**src/rtl/digit_serial_pkg.sv**
```systemverilog
// Shared types and elaboration helpers for the digit-serial adder.
//   t_dsa_state     : controller state (IDLE, RUN, DONE)
//   DSA_DIGIT_WIDTH : default digit width in bits
//   dsa_num_digits  : digits per operand
//   dsa_cnt_width   : digit counter width, never below 1
package digit_serial_pkg;

   typedef enum logic [1:0] {
      IDLE,
      RUN,
      DONE
   } t_dsa_state;

   localparam int unsigned DSA_DIGIT_WIDTH = 2;

   function automatic int unsigned dsa_num_digits(input int unsigned data_w,
                                                  input int unsigned digit_w);
      // A zero digit width is rejected separately; avoid dividing by it here.
      return (digit_w == 0) ? 1 : data_w / digit_w;
   endfunction

   function automatic int unsigned dsa_cnt_width(input int unsigned data_w,
                                                 input int unsigned digit_w);
      int unsigned n;
      n = dsa_num_digits(data_w, digit_w);
      return (n <= 2) ? 1 : $clog2(n);
   endfunction

endpackage

```
**src/rtl/full_adder.sv**
```systemverilog
// Combinational multi-bit adder with carry-in and carry-out.
//   i_a, i_b : DATA_WIDTH-bit addends
//   i_cin    : carry-in
//   o_sum    : DATA_WIDTH-bit sum
//   o_cout   : carry-out
module full_adder #(
   parameter int unsigned DATA_WIDTH = 2
) (
   input  logic [DATA_WIDTH-1:0] i_a,
   input  logic [DATA_WIDTH-1:0] i_b,
   input  logic                  i_cin,
   output logic [DATA_WIDTH-1:0] o_sum,
   output logic                  o_cout
);

   logic [DATA_WIDTH:0] total;

   always_comb begin
      total  = {1'b0, i_a} + {1'b0, i_b} + {{DATA_WIDTH{1'b0}}, i_cin};
      o_sum  = total[DATA_WIDTH-1:0];
      o_cout = total[DATA_WIDTH];
   end

endmodule

```
**src/rtl/digit_serial_adder.sv**
```systemverilog
// Digit-serial adder controller: accepts two operands and a carry-in,
// adds them LSB-first one digit per cycle through a single full_adder,
// then presents sum and carry-out until the consumer takes them.
//   i_clk, i_arst            : clock, asynchronous active-high reset
//   i_valid / o_ready        : operand handshake
//   i_operand1, i_operand2   : DATA_WIDTH-bit addends
//   i_cin                    : carry-in to the least-significant digit
//   o_valid / i_ready        : result handshake
//   o_sum, o_cout            : sum modulo 2^DATA_WIDTH and final carry
module digit_serial_adder
   import digit_serial_pkg::*;
#(
   parameter int unsigned DATA_WIDTH  = 16,
   parameter int unsigned DIGIT_WIDTH = DSA_DIGIT_WIDTH
) (
   input  logic                  i_clk,
   input  logic                  i_arst,
   input  logic                  i_valid,
   output logic                  o_ready,
   input  logic [DATA_WIDTH-1:0] i_operand1,
   input  logic [DATA_WIDTH-1:0] i_operand2,
   input  logic                  i_cin,
   output logic                  o_valid,
   input  logic                  i_ready,
   output logic [DATA_WIDTH-1:0] o_sum,
   output logic                  o_cout
);

   localparam int unsigned NUM_DIGITS = dsa_num_digits(DATA_WIDTH, DIGIT_WIDTH);
   localparam int unsigned CNT_W      = dsa_cnt_width(DATA_WIDTH, DIGIT_WIDTH);
   localparam logic [CNT_W-1:0] LAST_CNT = CNT_W'(NUM_DIGITS - 1);

   if ((DIGIT_WIDTH == 0) ||
       ((DATA_WIDTH % ((DIGIT_WIDTH == 0) ? 1 : DIGIT_WIDTH)) != 0)) begin : g_bad_params
      $error("digit_serial_adder: DATA_WIDTH must be a non-zero multiple of DIGIT_WIDTH");
   end

   t_dsa_state            state_q, state_d;
   logic [DATA_WIDTH-1:0] op1_q, op1_d;
   logic [DATA_WIDTH-1:0] op2_q, op2_d;
   logic [DATA_WIDTH-1:0] sum_q, sum_d;
   logic                  carry_q, carry_d;
   logic [CNT_W-1:0]      cnt_q, cnt_d;

   logic [DIGIT_WIDTH-1:0] fa_sum;
   logic                   fa_cout;

   full_adder #(
      .DATA_WIDTH(DIGIT_WIDTH)
   ) u_full_adder (
      .i_a   (op1_q[DIGIT_WIDTH-1:0]),
      .i_b   (op2_q[DIGIT_WIDTH-1:0]),
      .i_cin (carry_q),
      .o_sum (fa_sum),
      .o_cout(fa_cout)
   );

   always_ff @(posedge i_clk or posedge i_arst) begin
      if (i_arst) begin
         state_q <= IDLE;
         op1_q   <= '0;
         op2_q   <= '0;
         sum_q   <= '0;
         carry_q <= 1'b0;
         cnt_q   <= '0;
      end else begin
         state_q <= state_d;
         op1_q   <= op1_d;
         op2_q   <= op2_d;
         sum_q   <= sum_d;
         carry_q <= carry_d;
         cnt_q   <= cnt_d;
      end
   end

   always_comb begin
      state_d = state_q;
      op1_d   = op1_q;
      op2_d   = op2_q;
      sum_d   = sum_q;
      carry_d = carry_q;
      cnt_d   = cnt_q;
      o_ready = 1'b0;
      o_valid = 1'b0;
      o_sum   = '0;
      o_cout  = 1'b0;

      case (state_q)
         IDLE: begin
            o_ready = 1'b1;
            if (i_valid) begin
               op1_d   = i_operand1;
               op2_d   = i_operand2;
               carry_d = i_cin;
               cnt_d   = '0;
               state_d = RUN;
            end
         end
         RUN: begin
            op1_d = op1_q >> DIGIT_WIDTH;
            op2_d = op2_q >> DIGIT_WIDTH;
            // New digit enters at the top; after NUM_DIGITS shifts the
            // first digit has reached bit 0. Written as shift-then-insert so
            // the single-digit case needs no zero-width slice.
            sum_d = sum_q >> DIGIT_WIDTH;
            sum_d[DATA_WIDTH-1 -: DIGIT_WIDTH] = fa_sum;
            carry_d = fa_cout;
            cnt_d   = cnt_q + CNT_W'(1);
            if (cnt_q == LAST_CNT) begin
               state_d = DONE;
            end
         end
         DONE: begin
            o_valid = 1'b1;
            o_sum   = sum_q;
            o_cout  = carry_q;
            if (i_ready) begin
               state_d = IDLE;
            end
         end
         default: begin
            state_d = IDLE;
         end
      endcase
   end

endmodule

```
**config.mk**
```make
export PLATFORM = sky130hd
export DESIGN_NAME = digit_serial_adder
export DESIGN_NICKNAME = d
export VERILOG_FILES = /design/src/rtl/digit_serial_pkg.sv /design/src/rtl/full_adder.sv /design/src/rtl/digit_serial_adder.sv
export SDC_FILE = /design/constraint.sdc
export NUM_CORES = 1
export LEC_CHECK = 0
export ABC_AREA = 1
export ABC_CLOCK_PERIOD_IN_PS = 1900
export BUFFER_PORTS_ARGS = -buffer_cell sky130_fd_sc_hd__buf_4
export CAP_MARGIN = 20
export CORE_ASPECT_RATIO = 1.75
export CORE_UTILIZATION = 40
export DETAILED_ROUTE_END_ITERATION = 16
export SYNTH_ARGS = -nofsm -noshare
export SYNTH_HDL_FRONTEND = slang
export SYNTH_SLANG_ARGS = --single-unit
```
**constraint.sdc**
```tcl
create_clock -name i_clk -period 1.9 [get_ports i_clk]
set_input_delay 0.38 -clock i_clk [delete_from_list [all_inputs] [get_ports i_clk]]
set_output_delay 0.38 -clock i_clk [all_outputs]
set_load 0.005 [all_outputs]
```
### Word-level counts from Yosys, hierarchy flattened

Index checks and enable logic that the tools add are counted.

| word-level totals | value |
|---|---|
| register bits | 54 |
| input bits | 37 |
| word-level logic and storage cells | 35 |

| cells by class | value |
|---|---|
| $add $sub $neg | 3 |
| equal/unequal tests | 6 |
| mux-type cells | 16 |
| reductions and logical operators | 4 |

Operator list:

| kind | count |
|---|---|
| case mux 16 bit (2 select lines) | 2 |
| 2-to-1 mux 16 bit | 3 |
| 2-to-1 mux 2 bit | 3 |
| != test 2 bit (second input constant) | 3 |
| case mux 2 bit (3 select lines) | 1 |
| case mux 3 bit (2 select lines) | 1 |
| 2-to-1 mux 1 bit | 4 |
| adder 2 x 2 -> 3 bit | 1 |
| adder 3 x 1 -> 3 bit | 1 |
| adder 3 x 1 -> 3 bit (second input constant) | 1 |
| == test 3 bit (second input constant) | 1 |
| 2-to-1 mux 3 bit | 1 |
| AND reduction 3 bit | 1 |
| == test 2 x 1 -> 1 bit (second input constant) | 1 |
| == test 2 bit (second input constant) | 1 |
| zero test 2 bit | 1 |
| case mux 1 bit (2 select lines) | 1 |
| AND reduction 2 bit | 1 |
| nonzero test 2 bit | 1 |

### Longest topological paths before layout

| logic depth | value |
|---|---|
| depth in word-level cells | 3 |
| depth in mapped cells | 7 |

### By module

A second synthesis with hierarchy kept.

| unflattened totals | value |
|---|---|
| cell total of the unflattened synthesis | 385 |
| area, all modules | 2768.9 um^2 |

By module, submodules not included:

| module | times used | cells an instance | area each (um^2) |
|---|---|---|---|
| digit_serial_adder | 1 | 375 | 2698.8 |
| full_adder | 1 | 10 | 70.1 |

### Worst setup path before layout

OpenSTA, ideal clock, no wires.

| timing | value |
|---|---|
| kind | register to register |
| start | reg op1_q[0] |
| end | reg sum_q[15] |
| arrival time | 1.335 ns |
| data required time | 1.774 ns |
| setup slack | 0.439 ns |
| cell stages (with the launch flop) | 5 |
| period minus slack after synthesis | 1.461 ns |
| cell sequence | dfrtp_1 inv_1 fa_1 fa_1 o21ai_0 |

| between the ends | value |
|---|---|
| cells in the longest elaborated chain, start to end | 2 |

Ends and longest elaborated chain:

| element | RTL line | text |
|---|---|---|
| start, declared | digit_serial_adder.sv:39 | `logic [DATA_WIDTH-1:0] op1_q, op1_d;` |
| start signal, assigned | digit_serial_adder.sv:68 | `op1_q <= op1_d;` |
| adder 2 x 2 -> 3 bit | full_adder.sv:19 | `total = {1'b0, i_a} + {1'b0, i_b} + {{DATA_WIDTH{1'b0}}, i_cin};` |
| adder 3 x 1 -> 3 bit | full_adder.sv:19 |  |
| end signal, assigned | digit_serial_adder.sv:70 | `sum_q <= sum_d;` |
| end, declared | digit_serial_adder.sv:41 | `logic [DATA_WIDTH-1:0] sum_q, sum_d;` |

No other way between the ends.
A chain may end at the register's enable or synchronous reset.

### Worst setup path in the final report

| timing | value |
|---|---|
| start | reg state_q[0] |
| end | out o_sum[10] |

| between the ends | value |
|---|---|
| cells in the longest elaborated chain, start to end | 2 |

Ends and longest elaborated chain:

| element | RTL line | text |
|---|---|---|
| start, declared | digit_serial_adder.sv:38 | `t_dsa_state state_q, state_d;` |
| start signal, assigned | digit_serial_adder.sv:67 | `state_q <= state_d;` |
| == test 2 bit | digit_serial_adder.sv:88 | `case (state_q)` |
| 2-to-1 mux 16 bit | digit_serial_adder.sv:88 |  |
| end, declared | digit_serial_adder.sv:25 | `output logic [DATA_WIDTH-1:0] o_sum,` |

No other way between the ends.

==> flow_summary_export.csv <==
group,metric,value,unit
status,status,"complete, no violations",
setup_path,crit_arrival,1.29,ns
routing,wirelength,5960,um
setup_path,cp.required,1.52,ns
clocking,h-tree-depth,2,
routing,wire_per_inst,11.6,um
global_route,grt_max_degree,55,
global_route,gr-usage-all-layers,17.9,%
logic_synthesis,synth_common_cells,"111 x nand2_1, 81 x inv_1, 61 x nand3_1",
power,vdd_drop_max,0.000776,V
global_route,grt_pass1_vias,2220,
clocking,hold_buffers,0,
layout,layout.cells.non_filler,515,
timing,fin_worst_skew,0.00585,ns
layout,drive_gt1_share,17.6,%
timing,fin_crit_sh,87.7,%
timing,rsz0062_at_grt,"no",
timing,period_needed,1.67,ns
timing,tns,0,ns
setup_path,critPathMaxStageDelay,0.42,ns
routing,dr_total_vias,2398,
die,initial_core_util,41.2,%
setup_path,timing.rr.start,"state_q[1]$_DFFE_PP0P_",
logic_synthesis,syn_area_per_cell,7.36,um^2
layout,num_antenna_cells,0,
logic_synthesis,yosys.area.top_type,"dfrtp_1",
routing,drc_errors,0,
clocking,cts_resized,0,
placed_design,globalplace.congestion,0.768,
worst_hold_path,hp-class,"input port to async pin",
clocking,tritoncts,"built",
clocking,cts_buffers,5,
clocking,worstSkewPairLatency,0.29,ns
timing,max_freq,600,MHz
layout,n_fill_cell,713,
die,die_h,113,um
die,core,0.00681,mm^2
job,cap_violations,0,
logic_synthesis,synth_area_leaders,"dfrtp_1 48%, nand2_1 15%, nand3_1 11%, inv_1 11%, o21ai_0 3.8%",
logic_synthesis,ys_async_sr_fraction,100,%
clocking,clock_path_buffers,2,
routing,drtIter0Drc,99,
setup_path,ff2ff_setup_slack,0.28,ns
logic_synthesis,synth_edf_count,0,
routing,vias_per_cell,4.66,
clocking,cts_setup_buffers,0,
die,rows,40,
logic_synthesis,yosysMostFrequentCell,"nand2_1",
timing,tightestPinTransition,0.654,ns
layout,area_delta_synth_final,22.8,%
setup_path,startpoint_type,"flop",
setup_path,setup.worst_path.end_class,"primary output",
global_route,antenna_found_initial,0,
power,fin_total_pwr,0.00508,W
timing,finalMaxSlewViolations,0,
logic_synthesis,synthDominantCellAreaShare,48.2,%
placed_design,dp_cells,507,
logic_synthesis,syn_area,0.00280,mm^2
logic_synthesis,yosys_warnings,0,
placed_design,place_ws,0.318,ns
setup_path,cp_max_fo,19,
logic_synthesis,synth_ff_type,"dfrtp_1",
setup_path,worst-path-buf-inv,2,
setup_path,ff2ff_path_depth,5,
placed_design,dpl.hpwl,4140,um
timing,setup_ws,0.234,ns
power,leakage,1.98,nW
logic_synthesis,ys_seq_area_share,48.2,%
die,die-area,0.00736,mm^2
logic_synthesis,synth_seq_cells,54,
clocking,cts_sinks,54,
logic_synthesis,synth_cell_types,16,
logic_synthesis,syn-num-nets,422,
power,p_per_area,1480,mW/mm^2
layout,nets,471,
setup_path,cpLargestDelayFamily,"flip-flops",
global_route,grt_remaining_overflow,0,
clocking,root_buffer,"clkbuf_16",
die,die_width,65.3,um
routing,antenna_left,0,
timing,setup_viol,0,
routing,dr.pass1.iters,4,
placed_design,port-buffer-count,55,
clocking,clk_pin_slew_worst_paths,0.07,ns
logic_synthesis,postSynthCellCount,381,
die,ioPinCount,56,
setup_path,crit_path_cell_trace,"inv_1, nand2_4, nor2_1, buf_4",
setup_path,crit_slowest_cell,"dfrtp_1",
global_route,grt_first_pass_wirelength,10100,um
timing,final_hold_viol_count,0,
timing,relSlewSlack,56.3,%
setup_path,path_class,"flop to primary output",
setup_path,reg2reg_to,"op2_q[2]$_DFFE_PP0P_",
-- worst max-delay path by stage --
stage                            from               endpoint  slack (ns)  cells after the start
5_1_grt        state_q[0]$_DFFE_PP0P_                 o_cout         0.1                      4
3_5_place_dp                  i_valid   op1_q[7]$_DFFE_PP0P_        0.32                      5
2_1_floorplan                  i_arst    carry_q$_DFFE_PP0P_        0.21                      1
6_report       state_q[0]$_DFFE_PP0P_              o_sum[10]        0.23                      4
3_3_place_gp                  i_valid  op2_q[15]$_DFFE_PP0P_        0.33                      4
4_1_cts        state_q[0]$_DFFE_PP0P_              o_sum[10]        0.12                      4
-- stage by stage --
step           utilization [%]  instance area, um^2  hold slack [ns]
6_report                  50.6                 3440          0.00795
5_1_grt                   50.6                 3440           0.0182
4_1_cts                   50.5                 3440          0.00927
3_5_place_dp              48.0                 3270            0.329
3_3_place_gp              48.0                 3270            0.322
2_1_floorplan                -                 2800            0.450
-- layout by cell type, fill, tap and decap left out --
master / n
inv_2: 2
nand3_1: 61
clkbuf_16: 5
nand2_2: 3
buf_12: 2
o22ai_1: 1
fa_1: 2
ha_1: 2
bufinv_16: 1
buf_4: 61
nand2_1: 111
nand2_4: 1
o21ai_0: 21
nor2_1: 21
inv_1: 80
dfrtp_1: 54
clkinvlp_4: 1
clkbuf_1: 1
a21oi_1: 1
-- layer usage --
layer / GRT usage (%) / vias up / share of wire, %
li1: - / 1231 / -
met1: 21.2 / 1127 / 43
met2: 30.9 / 33 / 52
met3: 3.43 / 7 / 3.3
met4: 7.39 / 0 / 1.9
met5: 0 / - / 0
-- worst register-to-register path: cells and delay by family, from the launching register on --
| kind | cells | cell delay, ns |
|---|---|---|
| AND/OR/NAND/NOR | 4 | 0.97 |
| flip-flops | 1 | 0.46 |
| buffers and inverters | 1 | 0.08 |
-- power by group --
part           switching [W]  internal, W
Combinational        0.00129     0.000779
Sequential          0.000286      0.00169
Clock               0.000404     0.000622
Total                0.00199      0.00310
-- cell type report --
class	count	area [um^2]	area share, %
sequential	54	1350	39.3
multi-input combinational	224	1010	29.4
timing repair buffer	63	498	14.5
inverter	82	308	8.95
clock buffer	6	129	3.75
tap	84	105	3.05
clock inverter	2	37.5	1.09
-- sequential cells by signal (all words and copies together), names as in the netlist --
name     flops
op2_q       16
state_q      2
cnt_q        3
sum_q       16
op1_q       16
carry_q      1
-- cells by family (layout without fill, tap and decap cells) --
kind of cell               after synthesis  in the layout  share of synthesized area [%]
DFF                                     54             54                           48.2
adders and majority gates                4              4                           2.32
AOI/OAI and AO/OA                       23             23                           4.15
buffers and inverters                  103            153                           15.8
and+or+nand+nor                        197            197                           29.5
(Power assumes the default switching activity.)
